===== config.mk =====
export PLATFORM = sky130hd
export DESIGN_NAME = reset_sequencer_flat
export DESIGN_NICKNAME = d
export VERILOG_FILES = /design/src/rtl/reset_sequencer_if.sv /design/src/rtl/reset_sequencer.sv /design/src/flat_wrapper.sv
export SDC_FILE = /design/constraint.sdc
export NUM_CORES = 1
export LEC_CHECK = 0
export CAP_MARGIN = 20
export CORE_MARGIN = 2
export CORE_UTILIZATION = 60
export CTS_BUF_LIST = sky130_fd_sc_hd__clkbuf_8
export CTS_CLUSTER_DIAMETER = 80
export DETAILED_ROUTE_END_ITERATION = 7
export GPL_TIMING_DRIVEN = 0
export PLACE_DENSITY = 0.92
export SLEW_MARGIN = 0
export SYNTH_ARGS = -nofsm -noshare
export SYNTH_HDL_FRONTEND = slang
export SYNTH_SLANG_ARGS = --single-unit

===== constraint.sdc =====
create_clock -name CK -period 3.45 [get_ports CK]
set_clock_uncertainty 0.2 [all_clocks]
set_input_delay 0.5175 -clock CK [delete_from_list [all_inputs] [get_ports CK]]
set_output_delay 0.5175 -clock CK [all_outputs]
set_load 0.05 [all_outputs]

===== src/rtl/reset_sequencer_if.sv =====
// Reset sequencer control bundle: PLL lock / software request in, staged resets and status out.
interface reset_sequencer_if #(
  parameter int NUM_STAGES = 3
);
  logic                  PLL_LOCK;
  logic                  SW_RST;
  logic [NUM_STAGES-1:0] RST_OUT_N;
  logic                  READY;
  logic [2:0]            STATE;

  modport master (output PLL_LOCK, SW_RST, input RST_OUT_N, READY, STATE);
  modport slave  (input PLL_LOCK, SW_RST, output RST_OUT_N, READY, STATE);
endinterface


===== src/rtl/reset_sequencer.sv =====
// Power-on reset sequencer: qualifies PLL lock, stretches reset, releases domain resets
// one stage at a time, then raises READY. Lock loss or SW_RST restarts from WAIT_LOCK.
module reset_sequencer #(
  parameter int NUM_STAGES     = 3,
  parameter int LOCK_FILTER    = 8,
  parameter int STRETCH_CYCLES = 16,
  parameter int STAGE_GAP      = 4
) (
  input  logic              CK,
  input  logic              RSTN,
  reset_sequencer_if.slave  bus
);

  localparam int MAXC0 = (LOCK_FILTER > STRETCH_CYCLES) ? LOCK_FILTER : STRETCH_CYCLES;
  localparam int MAXC  = (MAXC0 > STAGE_GAP) ? MAXC0 : STAGE_GAP;
  localparam int CW    = $clog2(MAXC + 1);
  localparam int IW    = (NUM_STAGES > 1) ? $clog2(NUM_STAGES) : 1;

  localparam logic [CW-1:0] LF_END  = CW'(LOCK_FILTER - 1);
  localparam logic [CW-1:0] SC_END  = CW'(STRETCH_CYCLES - 1);
  localparam logic [CW-1:0] GAP_END = CW'(STAGE_GAP - 1);
  localparam logic [IW-1:0] LAST    = IW'(NUM_STAGES - 1);

  typedef enum logic [2:0] {
    HOLD      = 3'd0,
    WAIT_LOCK = 3'd1,
    STRETCH   = 3'd2,
    RELEASE   = 3'd3,
    RUN       = 3'd4
  } state_t;

  state_t                state_q, state_d;
  logic [CW-1:0]         cnt_q, cnt_d;
  logic [IW-1:0]         idx_q, idx_d;
  logic [NUM_STAGES-1:0] rst_q, rst_d;
  logic                  rdy_q, rdy_d;
  logic                  abort;

  // Lock loss outranks SW_RST, but both land in the same cleared state.
  assign abort = ((state_q == STRETCH) || (state_q == RELEASE) || (state_q == RUN)) &&
                 (!bus.PLL_LOCK || bus.SW_RST);

  always_ff @(posedge CK) begin
    if (!RSTN) begin
      state_q <= HOLD;
      cnt_q   <= '0;
      idx_q   <= '0;
      rst_q   <= '0;
      rdy_q   <= 1'b0;
    end else begin
      state_q <= state_d;
      cnt_q   <= cnt_d;
      idx_q   <= idx_d;
      rst_q   <= rst_d;
      rdy_q   <= rdy_d;
    end
  end

  always_comb begin
    state_d = state_q;
    case (state_q)
      HOLD:      state_d = WAIT_LOCK;
      WAIT_LOCK: if (bus.PLL_LOCK && cnt_q == LF_END) state_d = STRETCH;
      STRETCH:   if (abort) state_d = WAIT_LOCK;
                 else if (cnt_q == SC_END) state_d = RELEASE;
      RELEASE:   if (abort) state_d = WAIT_LOCK;
                 else if (cnt_q == GAP_END && idx_q == LAST) state_d = RUN;
      RUN:       if (abort) state_d = WAIT_LOCK;
      default:   state_d = HOLD;
    endcase
  end

  // Next values of the registered outputs and shared counter / stage index.
  always_comb begin
    cnt_d = cnt_q;
    idx_d = idx_q;
    rst_d = rst_q;
    rdy_d = rdy_q;
    if (abort) begin
      cnt_d = '0;
      idx_d = '0;
      rst_d = '0;
      rdy_d = 1'b0;
    end else begin
      case (state_q)
        WAIT_LOCK: begin
          if (!bus.PLL_LOCK || cnt_q == LF_END) cnt_d = '0;
          else                                  cnt_d = cnt_q + CW'(1);
        end
        STRETCH: begin
          if (cnt_q == SC_END) begin
            cnt_d = '0;
            rst_d = NUM_STAGES'({rst_q, 1'b1});
          end else begin
            cnt_d = cnt_q + CW'(1);
          end
        end
        RELEASE: begin
          if (cnt_q == GAP_END) begin
            cnt_d = '0;
            if (idx_q != LAST) begin
              idx_d = idx_q + IW'(1);
              // Stages release in order, so shifting in a 1 frees exactly the next one.
              rst_d = NUM_STAGES'({rst_q, 1'b1});
            end else begin
              rdy_d = 1'b1;
            end
          end else begin
            cnt_d = cnt_q + CW'(1);
          end
        end
        default: ;
      endcase
    end
  end

  assign bus.RST_OUT_N = rst_q;
  assign bus.READY     = rdy_q;
  assign bus.STATE     = state_q;

endmodule

===== src/flat_wrapper.sv =====
// flat-port wrapper written by rule: the top's interface ports become plain ports
module reset_sequencer_flat 
#(
  parameter int NUM_STAGES     = 3,
  parameter int LOCK_FILTER    = 8,
  parameter int STRETCH_CYCLES = 16,
  parameter int STAGE_GAP      = 4
)
  (CK, RSTN, bus_PLL_LOCK, bus_SW_RST, bus_RST_OUT_N, bus_READY, bus_STATE);
  reset_sequencer_if #(.NUM_STAGES(NUM_STAGES)) bus_i ();
  input  logic CK;
  input  logic RSTN;
  input wire logic [$bits(bus_i.PLL_LOCK)-1:0] bus_PLL_LOCK;
  input wire logic [$bits(bus_i.SW_RST)-1:0] bus_SW_RST;
  output wire logic [$bits(bus_i.RST_OUT_N)-1:0] bus_RST_OUT_N;
  output wire logic [$bits(bus_i.READY)-1:0] bus_READY;
  output wire logic [$bits(bus_i.STATE)-1:0] bus_STATE;
  assign bus_i.PLL_LOCK = bus_PLL_LOCK;
  assign bus_i.SW_RST = bus_SW_RST;
  assign bus_RST_OUT_N = bus_i.RST_OUT_N;
  assign bus_READY = bus_i.READY;
  assign bus_STATE = bus_i.STATE;
  reset_sequencer #(.NUM_STAGES(NUM_STAGES), .LOCK_FILTER(LOCK_FILTER), .STRETCH_CYCLES(STRETCH_CYCLES), .STAGE_GAP(STAGE_GAP)) u_core (.CK(CK), .RSTN(RSTN), .bus(bus_i));
endmodule

* Word level (Yosys, flattened, before mapping)
Cells that the tools add are included.
** Cells by class
- Add/subtract/negate cells :: 2
- Equality and inequality tests :: 16
- Mux-type cells :: 15
- Bitwise logic cells :: 2
- Reduce and logical (&&, ||, !) cells :: 16
** Operator list (count)
- $mux W3 :: 9
- $mux W5 :: 3
- $pmux W3 S5 :: 1
- $pmux W5 S3 :: 1
- $ne A2 B2 Y1 const B :: 4
- $reduce_and A4 Y1 :: 2
- $eq A3 B2 Y1 const B :: 2
- $ne A3 B2 Y1 const B :: 2
- $pmux W3 S2 :: 1
- $reduce_and A3 Y1 :: 2
- $add A5 B1 Y5 const B :: 1
- $eq A5 B2 Y1 const B :: 1
- $eq A5 B3 Y1 const B :: 1
- $eq A5 B4 Y1 const B :: 1
- $logic_or A1 B1 Y1 :: 4
- $ne A2 B1 Y1 const B :: 2
- $eq A3 B1 Y1 const B :: 1
- $eq A3 B3 Y1 const B :: 1
- $logic_and A1 B1 Y1 :: 3
- $logic_not A3 Y1 :: 1
- $reduce_bool A3 Y1 :: 1
- $add A2 B1 Y2 const B :: 1
- $eq A2 B2 Y1 const B :: 1
- $not A1 Y1 :: 2
- other kinds (3) :: 3
** Word-level totals
- Register bits after elaboration :: 14
- Input port bits :: 4
- Logic and storage cells :: 56

* Depth between registers and ports, before layout
- Word-level depth :: 6
- Gate-level depth with buffers :: 8
- Gate-level depth less buffers :: 8

* Worst setup path after synthesis
OpenSTA, ideal clock, no wires.
- Path kind :: register to register
- Start :: reg u_core.cnt_q[0]
- End :: reg u_core.state_q[0], in the netlist u_core.bus.STATE[0]
- Library setup time :: 86 ps
- Arrival time :: 1741 ps
- Setup slack :: 1424 ps
- Stages on the path, launching flop included :: 9
- Path buffers :: 0
- Clock period less this slack :: 2026 ps
- Path through :: dfxtp_1 ha_1 nand3_1 inv_1 ha_1 or3b_1 a211oi_2 nor3_2 a211oi_1
** On the way
- Longest elaborated chain between the ends :: 4
- Elaborated cells between the ends (all ways) :: 9
** Ends and longest elaborated chain
- start: declaration :: line reset_sequencer.sv:33 : logic [CW-1:0] cnt_q, cnt_d;
- start signal: assignment :: line reset_sequencer.sv:52 : cnt_q <= cnt_d;
- $eq A5 B2 Y1 or $eq A5 B3 Y1 (tied branches) :: line reset_sequencer.sv:67, reset_sequencer.sv:63
- $logic_and A1 B1 Y1 (on tied branches) :: line reset_sequencer.sv:67, reset_sequencer.sv:63
- $ne A3 B2 Y1 (no line) or $ne A2 B1 Y1 (tied branches)
- $reduce_and A4 Y1 (no line) (*)
- end signal: assignment :: line reset_sequencer.sv:51 : state_q <= state_d;
- end: declaration :: line reset_sequencer.sv:32 : state_t state_q, state_d;
Every way passes the cells marked *; elsewhere a longest branch is shown, timed or not.
A chain may end at the register's enable or synchronous reset.

* Worst setup path in the final report
- Start :: reg u_core.cnt_q[0]
- End :: reg u_core.cnt_q[3]
** On the way
- Longest elaborated chain between the ends :: 4
- Elaborated cells between the ends (all ways) :: 9
** Ends and longest elaborated chain
- branches (longest 3 deep; another with $add A5 B1 Y5)
- $pmux W5 S3 (*) :: line reset_sequencer.sv:85 : case (state_q)
Every way passes the cells marked *.

==> impl_metrics.json <==
{
  "status": "completed",
  "p_leak_nw": 0.413,
  "cts.clk_slew.worst_paths_ns": 0.06,
  "tightest_slew_ns": 0.621,
  "synth_fp_nets": 108,
  "end_kind": "flop",
  "critical_path_required_ns": 3.44,
  "synth_area_sq_um": 875,
  "avgSynthCellArea_sq_um": 8.75,
  "maxCapViolCount": 0,
  "ir_worst_vdd_mv": 0.341,
  "drtIter0Drc": 24,
  "core_area_sq_mm": 0.00133,
  "grt_pass1_wl_mm": 3.58,
  "fin_nets": 123,
  "netlist_top_cells_area": "dfxtp_1 (32%), ha_1 (5.7%), nor2_1 (3.9%)",
  "rsz0062_at_grt": "false",
  "vias_per_cell": 6.47,
  "syn_inst": 100,
  "drc_errors": 0,
  "pin_count": 11,
  "drtAntennaViolNets": 0,
  "clockBufferDepth": 2,
  "ctsHoldBuffers": 0,
  "power_uw": 370,
  "grt_usage_pct": 27.0,
  "synth-seq-cells": 14,
  "diodes": 0,
  "crit_family": "compound AO/OA/AOI/OAI gates",
  "synth_top_area_share_pct": 32.0,
  "worstPathArrival_ns": 2.26,
  "start_util_pct": 65.6,
  "crit_path_cell_trace": "ha_1, nand3_1, inv_1, ha_1, nor2b_1, a211oi_1, o22ai_1, a21oi_1",
  "cts_sinks": 14,
  "placement.io_buffers": 10,
  "cts_setup_buffers": 0,
  "min_period_over_period_pct": 66.0,
  "h-tree-depth": 1,
  "yosysWarnings": 0,
  "post-route-util_pct": 78.6,
  "period_minus_slack_ns": 2.28,
  "r2r_slack_ns": 1.17,
  "post_cts_resized": 0,
  "fmax_mhz": 439,
  "via_count": 834,
  "grt_antenna_before_repair": 0,
  "fin_area_sq_mm": 0.00105,
  "slowest_delay_ns": 0.52,
  "first_pass_iters": 4,
  "seq_area_frac_synth_pct": 32.0,
  "rows": 13,
  "fillers": 96,
  "grt_pass1_vias": 821,
  "path_depth": 8,
  "fin_tns_setup_ns": 0,
  "routedWlPerCell_um": 16.6,
  "crit_slowest_cell": "a211oi_1",
  "drv_slew": 0,
  "r2r_start": "u_core.cnt_q[0]",
  "startpoint_type": "flop",
  "dp_hpwl_mm": 1.45,
  "yosysTopAreaCell": "dfxtp_1",
  "area_growth_syn_to_layout_pct": 19.9,
  "die_area_sq_mm": 0.00178,
  "post-place-ws_ns": 1.24,
  "startpoint": "u_core.cnt_q[0]",
  "critical_path_buf_inv_count": 1,
  "drive_above_1_share_pct": 11.4,
  "die_w_um": 42.2,
  "path_max_fanout": 5,
  "regToRegEndpoint": "u_core.cnt_q[3]",
  "cts_root_buf": "clkbuf_8",
  "critPathMostFrequentCell": "ha_1",
  "finalSetupViolations": 0,
  "gp_congestion": 0.822,
  "grt_max_degree": 11,
  "finalHoldViolCount": 0,
  "hp-class": "flop to flop",
  "multi_input_area_sq_um": 544,
  "power_density_mw_per_mm2": 353,
  "postLayoutSetupSlackWorst_ns": 1.17,
  "final_common_cell": "dfxtp_1",
  "ff_latch_area_sq_um": 280,
  "layout_common_cells": "dfxtp_1 (14), clkdlybuf4s50_1 (10), nor2_1 (9)",
  "wl_mm": 2.14,
  "grt-ovfl-total": 0,
  "synth.distinct_cells": 37,
  "reg2regPathDepth": 8,
  "clkLatencyLatePin_ns": 0.26,
  "cts_tree": "built",
  "cts_buffers": 3,
  "place_area_sq_um": 993,
  "max_slew_margin_pct": 58.5,
  "die_h_um": 42.2,
  "critPathKind": "flop to flop",
  "endpoint": "u_core.cnt_q[3]"
}
==> logic make-up after synthesis <==
group / count (synthesis) / share of synthesized area (%)
AND/OR/NAND/NOR: 41 / 30.5
AO/OA/AOI/OAI: 26 / 21.6
flip-flops: 14 / 32.0
buffers and inverters: 11 / 5.72
adder cells (fa/ha/maj): 4 / 5.72
multiplexers: 3 / 3.43
XOR/XNOR: 1 / 1.00
==> worst min-delay path by stage <==
stage,from,to,cells past startpoint
final,u_core.bus.RST_OUT_N[2],u_core.bus.RST_OUT_N[2],2
after global routing,u_core.cnt_q[1],u_core.cnt_q[1],2
after CTS,u_core.cnt_q[1],u_core.cnt_q[1],2
after detailed placement,u_core.bus.READY,u_core.bus.READY,2
after global placement,u_core.bus.RST_OUT_N[2],u_core.bus.RST_OUT_N[2],2
after floorplan,u_core.cnt_q[1],u_core.cnt_q[1],2
==> metrics by stage <==
stage          hold slack (ns)  cells
6_report                 0.283    129
5_1_grt                  0.305    129
4_1_cts                  0.287    129
3_5_place_dp             0.275    125
3_3_place_gp             0.258    125
2_1_floorplan            0.249    100
==> area by class of cell <==
type                    instances  share of cell area (%)
well taps                      15                    1.79
multi-input cells              75                    51.9
repair buffers                 10                    9.55
plain buffers                   3                    1.91
inverters                       8                    2.86
flip-flops and latches         14                    26.7
clock buffers                   4                    5.25
==> sequential cells by signal, summed over array words and instances (netlist names) <==
name	cells
u_core.bus.STATE	3
u_core.cnt_q	5
u_core.bus.READY	1
u_core.idx_q	2
u_core.bus.RST_OUT_N	3
==> routing by layer <==
metal	wire [um]	part of all wire, %	vias to the layer above	GRT usage, %
met5	0	0	-	0
li1	-	-	390	-
met4	92	4.3	0	18.8
met2	1040	49	32	42.2
met1	911	43	401	32.9
met3	89	4.2	11	5.60
==> tightest hold or removal path: cells and delay by family, from the launching register on <==
| family | cells | cell delay, ns |
|---|---|---|
| DFF | 1 | 0.31 |
| and+or+nand+nor | 1 | 0.06 |
| muxes | 1 | 0.06 |
==> cells in the mapped netlist (all sizes together) <==
cell	count
a211oi	5
a41oi	1
or3	2
a22o	1
nor3b	3
nand3	5
nand4bb	1
ha	4
nor4b	1
nor3	2
o211a	1
buf	3
a221oi	1
a31oi	1
nor2	9
o21bai	2
xnor2	1
inv	8
o211ai	1
a21oi	6
or3b	1
nand3b	1
o21ba	1
nand2b	4
o21ai	3
and2	1
o22ai	2
a2bb2oi	1
mux2i	3
nand2	7
dfxtp	14
and3	1
nor2b	3
==> report_power, final <==
group | total (mW) | internal (mW) | switching [mW]
registers | 0.169 | 0.165 | 0.00421
clock network | 0.166 | 0.101 | 0.0645
logic | 0.0354 | 0.0140 | 0.0214
No activity file was read; power rests on OpenSTA's default activity.
==> variant: new RTL, same settings <==
`STRETCH_CYCLES` is set to 16 in 2 places; all go to 32.
--- a/src/rtl/reset_sequencer.sv
+++ b/src/rtl/reset_sequencer.sv
@@ -4,5 +4,5 @@
   parameter int NUM_STAGES     = 3,
   parameter int LOCK_FILTER    = 8,
-  parameter int STRETCH_CYCLES = 16,
+  parameter int STRETCH_CYCLES = 32,
   parameter int STAGE_GAP      = 4
 ) (
--- a/src/flat_wrapper.sv
+++ b/src/flat_wrapper.sv
@@ -4,5 +4,5 @@
   parameter int NUM_STAGES     = 3,
   parameter int LOCK_FILTER    = 8,
-  parameter int STRETCH_CYCLES = 16,
+  parameter int STRETCH_CYCLES = 32,
   parameter int STAGE_GAP      = 4
 )
Formal check against the unedited RTL: same outputs for any inputs over 10 cycles, from zero or initial values and one cycle with RSTN low; that may be too few to reach the edited logic, so the function may still have changed.
==> variant against the original RTL <==
  * Routed wire length shrank 11%
  * First-iteration DRC count shrank 42%
  * Sequential cell count grew 1
  * Cell area grew 0.48%
  * Setup slack lost 42 ps
  * Largest power group unchanged
  * Count of clock-buffer cells in the layout shrank 1
  * Total power shrank 6.9%
  * Synthesized cell count grew 9.0%
  * Highest routed layer unchanged
  * Synthesized area grew 1.7%
  * Combinational power shrank 23%
  * Clock power shrank 16%
  * Sequential power grew 5%
==> variant: results (changes against the original RTL) <==
| Metric | Value |
|---|---|
| Slowest cell on the critical path | `clkdlybuf4s50_1` |
| Async SR Flop Fraction | `0% (unchanged)` |
| Sequential-to-total area share from yosys stat | `33.8% (+1.7 points)` |
| Switching share of power | `23.2% (-1.1 points)` |
| Maximum root-to-sink buffer count | `2 (unchanged)` |
| CTS root buf | `clkbuf_8` |
| Initial DRC Count | `14 (-42%)` |
| Vias in the first global route | `793 (-3.4%)` |
| Worst-path clk slew | `60 ps (about the same)` |
| P_leak | `0.392 nW (-5.2%)` |
| DR vias | `811 (-2.8%)` |
| Worst Max-Slew Pin Slew | `536 ps (-85.2 ps)` |
| Synth area leaders | `dfxtp_1 (34%), nand2_1 (5.1%), a21oi_1 (4.5%)` |
| Crit-path leading delay family | `buffers and inverters` |
| Worst-Skew Late Latency | `250 ps` |
| Status | `finished clean` |
| Post-detail-place hpwl | `1.33 mm (-7.8%)` |
| Routability cong. | `0.855 (+3.9%)` |
| Max reg flops | `6 (+1)` |
| First-pass GRT wire length | `3.24 mm (-9.4%)` |
| Post-synth top cells | `dfxtp_1 (15), nand2_1 (12), nor2_1 (10), a21oi_1 (8)` |
| Syn nets | `115 (+6.5%)` |
| Post-CTS setup buffer count | `0 (unchanged)` |
| Fin nets | `130 (+5.7%)` |
| Hold Path Class | `reg -> reg` |
| Max FO, Critical Path | `10 (+5)` |
| CP arrival | `1600 ps (-660 ps)` |
| CP max stage delay | `860 ps (+340 ps)` |
| Wire per inst | `13.8 microns (-17%)` |
| Fraction of layout cells with a size suffix above 1 | `13.0% (+1.6 points)` |
| Largest net degree at the start of global routing | `11 (unchanged)` |
| Post-synth cell types | `37 (unchanged)` |
| Port buffer count | `10 (unchanged)` |
| Max H-tree Level | `1 (unchanged)` |
| GR Util All Layers | `23.4% (-3.7 points)` |
| Initial antenna violation count | `0 (unchanged)` |
| Yosys Warn Count | `0 (unchanged)` |
| Peak VDD IR | `0.000363 V (+6.4%)` |
| Num CTS Buffers | `3 (unchanged)` |
[variant: per-layer routing]
layer  share of wire (%)  global-route usage, %
met2                  48                   39.4
met3                 4.0                   5.17
met1                  47                   28.6
met5                   0                      0
met4                0.90                   9.38
[variant: final timing paths]
kind	endpoint	cells after the start	start	slack, ps
setup / recovery	bus_STATE[1]	1	u_core.bus.STATE[1]	1130
hold / removal	u_core.bus.READY	2	u_core.bus.READY	250
setup reg to reg	u_core.idx_q[0]	6	u_core.bus.STATE[1]	1370
hold reg to reg	u_core.bus.READY	2	u_core.bus.READY	250
[variant: worst min-delay path: cells and delay by family (launching register included)]
| kind | cells | cell delay, ps |
|---|---|---|
| buf+inv | 1 | 50 |
| flops | 1 | 310 |
| compound gates | 1 | 50 |
[variant: final cells by class]
type / instances / area [sq um]
Buffer: 6 / 38.8
Clock buffer: 3 / 41.3
Clock inverter: 1 / 3.75
Fill cell: 96 / 297
Inverter: 6 / 22.5
Multi-Input combinational cell: 82 / 528
Sequential cell: 15 / 300
Tap cell: 15 / 18.8
Timing Repair Buffer: 10 / 100
[variant: through the flow]
stage,setup slack [ps],cells,hold slack (ps),cell area [sq um]
2_1_floorplan,1340,109,262,890
4_1_cts,1150,138,254,1050
6_report,1130,138,251,1050
3_5_place_dp,1040,134,246,1010
3_3_place_gp,1070,134,231,1010
5_1_grt,1080,138,298,1050
[variant: power by group through the flow]
stage          Combinational, mW  Clock [mW]  Sequential (mW)
2_1_floorplan             0.0150           0            0.183
3_3_place_gp              0.0262           0            0.181
3_5_place_dp              0.0269           0            0.181
4_1_cts                   0.0270       0.139            0.177
5_1_grt                   0.0296       0.145            0.178
6_report                  0.0272       0.140            0.177
[variant: kinds of logic after synthesis]
logic type,share of synthesized area [%]
DFF,33.8
and+or+nand+nor,31.5
adders and majority gates,2.81
muxes,3.38
xor gates and xnor gates,0.985
AOI/OAI and AO/OA,20.7
buffers and inverters,6.89
